===== src/rtl/instr_fetch_queue.sv =====
// Instruction fetch front end: sequential fetch over a valid/ready request channel,
// in-order response buffering, redirect flush. Optional response bypass: FETCH_BYPASS_EN.
`timescale 1ns/1ps
module instr_fetch_queue #(
  parameter int unsigned DEPTH           = 4,
  parameter int unsigned MAX_OUTSTANDING = 2,
  parameter logic [31:0] RESET_PC        = 32'h0000_0000
) (
  input  logic        clk,
  input  logic        rst,
  input  logic        redirect_valid,
  input  logic [31:0] redirect_pc,
  input  logic        stall,
  output logic        instr_valid,
  output logic [31:0] instr_pc,
  output logic [31:0] instr_out,
  output logic        imem_req_valid,
  output logic [31:0] imem_req_addr,
  input  logic        imem_req_ready,
  input  logic        imem_resp_valid,
  input  logic [31:0] imem_resp_data
);

  localparam int unsigned PW = $clog2(DEPTH);
  localparam int unsigned CW = PW + 1;
  localparam int unsigned TW = (MAX_OUTSTANDING > 1) ? $clog2(MAX_OUTSTANDING) : 1;
  localparam logic [31:0] NOP = 32'h0000_0013;
  localparam logic [CW-1:0] MAX_OUT_C = CW'(MAX_OUTSTANDING);
  localparam logic [CW:0]   DEPTH_C   = (CW+1)'(DEPTH);
  localparam logic [TW-1:0] TAG_LAST  = TW'(MAX_OUTSTANDING - 1);

  typedef struct packed {
    logic [31:0] pc;
    logic [31:0] instr;
  } entry_t;

  entry_t        fifo_q [DEPTH];
  logic [31:0]   tag_q  [MAX_OUTSTANDING];
  logic [31:0]   fetch_pc_q, fetch_pc_d;
  logic [PW-1:0] rd_ptr_q, rd_ptr_d, wr_ptr_q, wr_ptr_d;
  logic [CW-1:0] count_q, count_d, outst_q, outst_d, drop_q, drop_d;
  logic [TW-1:0] tag_rd_q, tag_rd_d, tag_wr_q, tag_wr_d;

  logic   req_fire, resp_keep, bypass, fifo_push, fifo_pop, head_valid;
  logic [CW:0] inflight;
  entry_t resp_entry, head_entry;

  always_comb begin
    // NOTE: every combinational output gets a default first so no path can infer a latch.
    inflight   = {1'b0, count_q} + {1'b0, outst_q};
    // Gated by rst so the request channel is quiet while reset is held.
    imem_req_valid = rst && !redirect_valid && (outst_q < MAX_OUT_C) && (inflight < DEPTH_C);
    imem_req_addr  = fetch_pc_q;
    req_fire   = imem_req_valid && imem_req_ready;
    resp_keep  = imem_resp_valid && (drop_q == '0) && !redirect_valid;
    resp_entry = '{pc: tag_q[tag_rd_q], instr: imem_resp_data};
    head_entry = fifo_q[rd_ptr_q];
`ifdef FETCH_BYPASS_EN
    bypass     = resp_keep && (count_q == '0) && !stall;
`else
    bypass     = 1'b0;
`endif
    fifo_push  = resp_keep && !bypass;
    head_valid = (count_q != '0) && !redirect_valid;
    fifo_pop   = head_valid && !stall;
    instr_valid = head_valid || bypass;
    instr_pc    = '0;
    instr_out   = NOP;
    if (bypass) begin
      instr_pc  = resp_entry.pc;
      instr_out = resp_entry.instr;
    end else if (head_valid) begin
      instr_pc  = head_entry.pc;
      instr_out = head_entry.instr;
    end
  end

  always_comb begin
    fetch_pc_d = fetch_pc_q;
    rd_ptr_d   = rd_ptr_q;
    wr_ptr_d   = wr_ptr_q;
    count_d    = count_q;
    outst_d    = outst_q;
    drop_d     = drop_q;
    tag_rd_d   = tag_rd_q;
    tag_wr_d   = tag_wr_q;

    if (req_fire) tag_wr_d = (tag_wr_q == TAG_LAST) ? '0 : tag_wr_q + TW'(1);
    if (imem_resp_valid) tag_rd_d = (tag_rd_q == TAG_LAST) ? '0 : tag_rd_q + TW'(1);

    case ({req_fire, imem_resp_valid})
      2'b10:   outst_d = outst_q + CW'(1);
      2'b01:   outst_d = outst_q - CW'(1);
      default: outst_d = outst_q;
    endcase

    if (redirect_valid) begin
      // No request fires during a redirect, so everything still in flight after this
      // edge was accepted for the old path and must be thrown away.
      fetch_pc_d = {redirect_pc[31:2], 2'b00};
      drop_d     = outst_q - CW'(imem_resp_valid);
      count_d    = '0;
      rd_ptr_d   = '0;
      wr_ptr_d   = '0;
    end else begin
      if (req_fire) fetch_pc_d = fetch_pc_q + 32'd4;
      if (imem_resp_valid && (drop_q != '0)) drop_d = drop_q - CW'(1);
      if (fifo_push) wr_ptr_d = wr_ptr_q + PW'(1);
      if (fifo_pop)  rd_ptr_d = rd_ptr_q + PW'(1);
      case ({fifo_push, fifo_pop})
        2'b10:   count_d = count_q + CW'(1);
        2'b01:   count_d = count_q - CW'(1);
        default: count_d = count_q;
      endcase
    end
  end

  // NOTE: sequential state uses non-blocking assignments so all registers update together.
  always_ff @(posedge clk or negedge rst) begin
    if (!rst) begin
      fetch_pc_q <= RESET_PC;
      rd_ptr_q   <= '0;
      wr_ptr_q   <= '0;
      count_q    <= '0;
      outst_q    <= '0;
      drop_q     <= '0;
      tag_rd_q   <= '0;
      tag_wr_q   <= '0;
    end else begin
      fetch_pc_q <= fetch_pc_d;
      rd_ptr_q   <= rd_ptr_d;
      wr_ptr_q   <= wr_ptr_d;
      count_q    <= count_d;
      outst_q    <= outst_d;
      drop_q     <= drop_d;
      tag_rd_q   <= tag_rd_d;
      tag_wr_q   <= tag_wr_d;
    end
  end

  // NOTE: storage arrays are not reset; their contents are only observed through count/pointers.
  always_ff @(posedge clk) begin
    if (fifo_push) fifo_q[wr_ptr_q] <= resp_entry;
    if (req_fire)  tag_q[tag_wr_q]  <= fetch_pc_q;
  end

endmodule

===== config.mk =====
export PLATFORM = sky130hd
export DESIGN_NAME = instr_fetch_queue
export DESIGN_NICKNAME = d
export VERILOG_FILES = /design/src/rtl/instr_fetch_queue.sv
export SDC_FILE = /design/constraint.sdc
export NUM_CORES = 1
export LEC_CHECK = 0
export CORE_ASPECT_RATIO = 1.4
export CORE_UTILIZATION = 40
export CTS_CLUSTER_DIAMETER = 50
export CTS_CLUSTER_SIZE = 20
export DETAILED_ROUTE_END_ITERATION = 8
export GPL_TIMING_DRIVEN = 0
export SLEW_MARGIN = 20
export SYNTH_ARGS = -nofsm -noshare
export SYNTH_HDL_FRONTEND = slang
export SYNTH_SLANG_ARGS = --single-unit

===== constraint.sdc =====
create_clock -name clk -period 4.5 [get_ports clk]
set_input_delay 1.35 -clock clk [delete_from_list [all_inputs] [get_ports clk]]
set_output_delay 1.35 -clock clk [all_outputs]
set_load 0.005 [all_outputs]

* After elaboration in Yosys (flattened, before gate mapping)
Memory sizes are Yosys's and may differ from the RTL's.
Cells that the tools add are included.
** Storage, ports and cells
- Output and inout bits :: 98
- Memories kept :: 2
- Memory bits (writable) :: 320
- Input port bits :: 70
- Register bits after elaboration :: 47
** Operators by class
- Equality and inequality tests :: 4
- Muxes and demuxes :: 19
- Reductions and logical operators :: 20
- Order comparisons :: 2
- Add/subtract/negate cells :: 12
** Memory list
- fifo_q :: depth 4, bits a word 64, rd ports 1, clocked after memory_dff 0, write ports 1, RTL line 37 : entry_t fifo_q [DEPTH];
- tag_q :: depth 2, bits a word 32, rd ports 1, clocked after memory_dff 0, write ports 1, RTL line 38 : logic [31:0] tag_q [MAX_OUTSTANDING];
** Operators by type and width (count)
- 32-bit two-way mux :: 4
- 32-bit by 3-bit adder with 32-bit output (second input constant) :: 1
- 3-bit case mux with 2 select lines :: 2
- 2-bit nonzero test :: 5
- 1-bit logical AND :: 9
- 3-bit two-way mux :: 3
- 3-bit nonzero test :: 3
- 3-bit by 1-bit subtractor with 3-bit output (second input constant) :: 3
- 2-bit two-way mux :: 4
- 3-bit by 1-bit adder with 3-bit output (second input constant) :: 2
- 1-bit two-way mux :: 6
- 2-bit by 1-bit adder with 2-bit output (second input constant) :: 2
- 3-bit by 3-bit adder with 4-bit output :: 1
- 2-bit by 1-bit equality test with 1-bit output (second input constant) :: 2
- 2-bit equality test (second input constant) :: 2
- 4-bit by 3-bit less-than comparator with 1-bit output (second input constant) :: 1
- 3-bit logical NOT :: 1
- 3-bit by 2-bit less-than comparator with 1-bit output (second input constant) :: 1
- 3-bit by 1-bit subtractor with 3-bit output :: 1
- 1-bit adder (second input constant) :: 2
- 1-bit logical NOT :: 2

* Longest topological paths before layout
- Depth in word-level cells :: 7
- Depth in mapped cells :: 13
- Mapped depth without buffers :: 11

* Least setup slack after synthesis
No wires, ideal clock.
- Kind :: in2reg
- Start point :: input port redirect_valid
- End point :: memory tag_q[0][10], enable pin
- Cell stages on the path :: 8
- Arrival :: 3.715 ns
- Required time :: 4.083 ns
- Buffers on the path :: 3
- Path slack :: 0.368 ns
- Cell sequence :: buf_2 nor4_1 and4b_1 and2_1 buf_6 inv_2 clkbuf_1 nor2_1
** On the way
- Cells in the longest elaborated chain, start to end :: 7
** RTL lines
- from (decl) :: RTL line 11 : input logic redirect_valid,
- 1-bit logical NOT :: RTL line 52 : imem_req_valid = rst && !redirect_valid && (outst_q < MAX_OUT_C) && (inflight < DEPTH_C);
- 1-bit logical AND (3 in a row) :: RTL line 52
- 1-bit logical AND :: RTL line 54 : req_fire = imem_req_valid && imem_req_ready;
- 1-bit two-way mux :: RTL line 144 : if (req_fire) tag_q[tag_wr_q] <= fetch_pc_q;
- 1-bit two-way mux (not written as such) :: RTL line 144
- to (decl) :: RTL line 38
Every way passes these cells.

* Final worst setup path
- Start point :: input port rst
- End point :: output port imem_req_valid
** On the way
- Cells in the longest elaborated chain, start to end :: 3
** RTL lines
- from (decl) :: RTL line 10 : input logic rst,
- 1-bit logical AND (3 in a row) :: RTL line 52
- to (decl) :: RTL line 17 : output logic imem_req_valid,
Every way passes these cells.

==> PnR_summary.wiki <==
{| class="wikitable"
! Metric !! Value
|-
| Crit start category || input pin
|-
| Via density per instance || 5.30
|-
| Worst-margin pin slew || 0.929 ns
|-
| P per Cell Area || approximately 430 mW/mm^2
|-
| CTS tree || yes
|-
| Leak pwr || 5.74 nW
|-
| Biggest cell delay along the critical path || around 0.54 ns
|-
| Worst R2R Start || count_q[1]
|-
| Root Buffer Master || sky130_fd_sc_hd__clkbuf_16
|-
| Final critical path time including I/O delays and setup || 4.38 ns
|-
| Setup TNS || 0 ns
|-
| Number of DRC violations after detailed-routing iteration 0 || 482
|-
| CTS Buf Count || 26
|-
| RSZ-0062 raised after global routing || no
|-
| Start point of the worst min-delay path || outst_q[0]
|-
| RR Endpoint || outst_q[2]
|-
| Worst vdd rail ir drop || 0.228 mV
|-
| Fraction of layout instances using a drive strength above 1 || 17.1%
|-
| Final setup viols || 0
|-
| Tcrit/Tclk final || 97.3%
|-
| Met1 track utilization from global routing || 21.9%
|-
| Number of diodes added for antenna fixing || 0
|-
| Number of cell rows || 81
|-
| R2R cell count || 13
|-
| TritonCTS Sinks || around 350
|-
| Total grt overflow || 0
|-
| Kind of end point of the critical path || primary output
|-
| Routability-driven placement congestion ratio || ~0.84
|-
| Maximum number of pins on one net before global-route repair || 47
|-
| Global-route met2 utilization || a little under a third
|-
| Post-detailed-placement half-perimeter wirelength || 20.2 mm
|-
| Critical Path Slowest Stage Cell || sky130_fd_sc_hd__clkdlybuf4s50_1
|-
| Die Area || about 0.037 sq mm
|-
| Type of the worst min-delay path || reg -> reg
|-
| Final nets || 1,084
|-
| Post-synthesis sequential element count || approximately 350
|-
| FILL cells || 2,979
|-
| Largest clock skew in the final design || roughly 0.022 ns
|-
| Register clock-pin slew on the reported worst setup and hold paths || 0.07 ns
|-
| Hold violation total from the final report || 0
|-
| Portion of the post-synthesis area used by sequential elements || 72.4%
|-
| Count of warnings emitted by yosys || 0
|-
| Skew-Pair Late Insertion Delay || around 0.57 ns
|-
| Layout Area Growth over Synthesis || 22.4%
|-
| Average cell area after synthesis || 17.9 sq um
|-
| Worst-case clock buffer depth || 3
|-
| Via count of the first global-routing pass || 8,004
|-
| Chip Height || 226 um
|-
| Number of max-cap violations || 0
|-
| FF/Latch Area || around 0.010 sq mm
|-
| Number of cells produced by synthesis || approximately 800
|-
| Final worst slack || roughly 0.12 ns
|-
| Maximum operating frequency || around 230 MHz
|-
| Terminating pin of the worst hold path || outst_q[0]
|-
| Port Buffer Count || 160
|-
| GR met3 Demand/Resource || 2.11%
|-
| Category of the critical setup timing path || in -> out
|-
| Number of cells on the worst hold path || 1
|-
| Average wire per cell in the routed design || about 21 um
|-
| Asr flop ratio synth || between 10 and 15%
|-
| Required time reported for the critical path endpoint || approximately 3.2 ns
|-
| Outcome || finished clean
|-
| Antenna violations before repair || 0
|-
| Gr busiest metal || met2
|-
| DRC violation count after routing || 0
|-
| Synthesized cell area || 0.0143 sq mm
|-
| Worst Path Arrival || 3.03 ns
|-
| First-pass iteration count of the detailed router || 4
|-
| Vias post-DR || 7,804
|-
| CTS H-Tree Depth || 1
|-
| Worst Setup Slack post-DPL || -0.350 ns
|-
| Final max-slew violation count || 0
|-
| Aggregate global-route resource usage || between 10% and 20%
|-
| Area occupied by multi-input gates || 0.00373 sq mm
|-
| Wire length of the first global-routing pass || 47.6 mm
|-
| I/O pin total || 168
|-
| Relative slew slack || a little under two fifths
|-
| Number of distinct library cells after synthesis || 49
|-
| Number of flops mapped to enable cells by yosys || 308
|-
| Flip-flop cell with the highest count after synthesis || sky130_fd_sc_hd__edfxtp_1
|-
| Highest fanout seen on the critical path || 46
|-
| Initial core utilization || 40.9%
|-
| Reg2reg setup slack || 1.26 ns
|-
| Die outline width || approximately 160 um
|-
| Total length of routed wires || 31.1 mm
|-
| Number of nets still failing antenna checks after routing || 0
|-
| Chain of cells forming the critical path || buf_4 -> and4b_1 -> buf_2 -> clkdlybuf4s50_1
|-
| Standard cell core area || around 0.035 sq mm
|}
==> cell families (layout without fill, tap and decap cells) <==
group / Yosys count / in the layout / share of synthesized area [%]
fa+ha+maj: 14 / 14 / 1.33
simple gates: 204 / 204 / 8.04
flops: 353 / 353 / 72.4
xor+xnor: 17 / 17 / 1.04
mux: 99 / 99 / 12.6
other cells: 1 / 4 / 0.0262
buf+inv: 59 / 271 / 1.82
compound gates: 54 / 54 / 2.72
==> per-layer routing <==
metal / share of wire [%] / up-vias
met5: 0 / -
met4: 2.1 / 0
met3: 4.4 / 30
met2: 53 / 222
met1: 41 / 3992
li1: - / 3560
==> worst max-delay path by stage <==
stage	from	endpoint	slack [ns]	cells past startpoint
floorplan	redirect_valid	tag_q[0][10]	0.37	8
global placement	rst	tag_q[0][24]	-2.87	7
detailed placement	redirect_valid	instr_pc[30]	-0.35	5
CTS	rd_ptr_q[1]	instr_out[9]	0.002	5
global route	rd_ptr_q[1]	instr_out[14]	0.01	5
finish	rst	imem_req_valid	0.12	4
==> cell usage after synthesis (all sizes together) (3+ instances only) <==
cell    count  share of area, %
mux2i       4              0.28
or4         4              0.21
nor2       19              0.50
nand4      20              0.87
inv        15              0.39
nor4        5              0.22
dfrtp      45               7.9
ha         12               1.0
mux2       33               2.6
or3        11              0.48
a21o        5              0.26
nand2      20              0.52
a21oi       7              0.24
clkbuf     27              0.71
and4        4              0.24
edfxtp    308                65
xnor2       9              0.55
xor2        8              0.49
mux4       62               9.7
nand3      28              0.98
and2       66               2.9
a22oi       7              0.37
o21ai      11              0.38
nor2b       5              0.22
buf        17              0.72
and3        3              0.13
a221o       9              0.63
nor3       12              0.42
==> flip-flops by register name, indices dropped and copies added (netlist names) <==
name           cells
drop_q             3
tag_rd_q           1
wr_ptr_q           2
imem_req_addr     30
count_q            3
rd_ptr_q           2
fifo_q           248
tag_q             60
outst_q            3
tag_wr_q           1
==> placed cells by master, fill, tap and decap left out, types with 6 or more instances in the layout <==
cell	n
sky130_fd_sc_hd__buf_12	6
sky130_fd_sc_hd__ha_1	12
sky130_fd_sc_hd__or3_1	11
sky130_fd_sc_hd__buf_4	6
sky130_fd_sc_hd__mux4_2	62
sky130_fd_sc_hd__inv_1	14
sky130_fd_sc_hd__and2_1	62
sky130_fd_sc_hd__o21ai_0	11
sky130_fd_sc_hd__clkdlybuf4s50_1	159
sky130_fd_sc_hd__nor2_1	17
sky130_fd_sc_hd__a22oi_1	7
sky130_fd_sc_hd__clkbuf_2	7
sky130_fd_sc_hd__nand4_1	20
sky130_fd_sc_hd__a221o_1	9
sky130_fd_sc_hd__edfxtp_1	308
sky130_fd_sc_hd__buf_2	7
sky130_fd_sc_hd__a21oi_1	7
sky130_fd_sc_hd__clkbuf_1	21
sky130_fd_sc_hd__xnor2_1	9
sky130_fd_sc_hd__nor3_1	12
sky130_fd_sc_hd__mux2_2	33
sky130_fd_sc_hd__nand3_1	28
sky130_fd_sc_hd__xor2_1	8
sky130_fd_sc_hd__clkbuf_16	26
sky130_fd_sc_hd__nand2_1	20
sky130_fd_sc_hd__dfrtp_1	45
==> per-stage QoR <==
stage | hold slack [ns] | power [W] | utilization, % | cell area [sq um] | std cells
2_1_floorplan | 0.461 | 0.00468 | - | 14300 | 804
3_3_place_gp | 0.475 | 0.00521 | 47.1 | 16500 | 1420
3_5_place_dp | 0.503 | 0.00524 | 47.5 | 16700 | 1426
4_1_cts | 0.516 | 0.00758 | 50.0 | 17500 | 1472
5_1_grt | 0.566 | 0.00781 | 50.0 | 17500 | 1472
6_report | 0.512 | 0.00750 | 50.0 | 17500 | 1472
==> critical path, delay by kind of cell <==
| kind | cells | cell delay (ns) |
|---|---|---|
| and+or+nand+nor | 1 | 0.35 |
| buffers and inverters | 3 | 1.28 |
==> where the power goes <==
group	total [W]	switching, W	leakage (nW)	internal [W]
Combinational	0.00124	0.000590	2.01	0.000651
Clock	0.00234	0.00119	0.406	0.00116
Sequential	0.00391	0.000131	3.33	0.00378
==> repair_timing <==
| action | in CTS | in global routing |
|---|---|---|
| pin swaps | 1 | 0 |
| gates resized for setup | 5 | 6 |
| hold buffers | 0 | 0 |
| endpoints found under the setup margin | 60 | 27 |
| gates cloned | 0 | 0 |
| setup buffers | 2 | 0 |
==> final cells by class <==
type / count / area share, %
sequential: 353 / 59.2
multi-input combinational: 392 / 21.3
timing repair buffer: 168 / 10.0
clock buffer: 27 / 3.73
tap: 456 / 3.25
buffer: 44 / 1.21
clock inverter: 17 / 1.01
inverter: 15 / 0.321
Power figures use the tool's default switching activity.
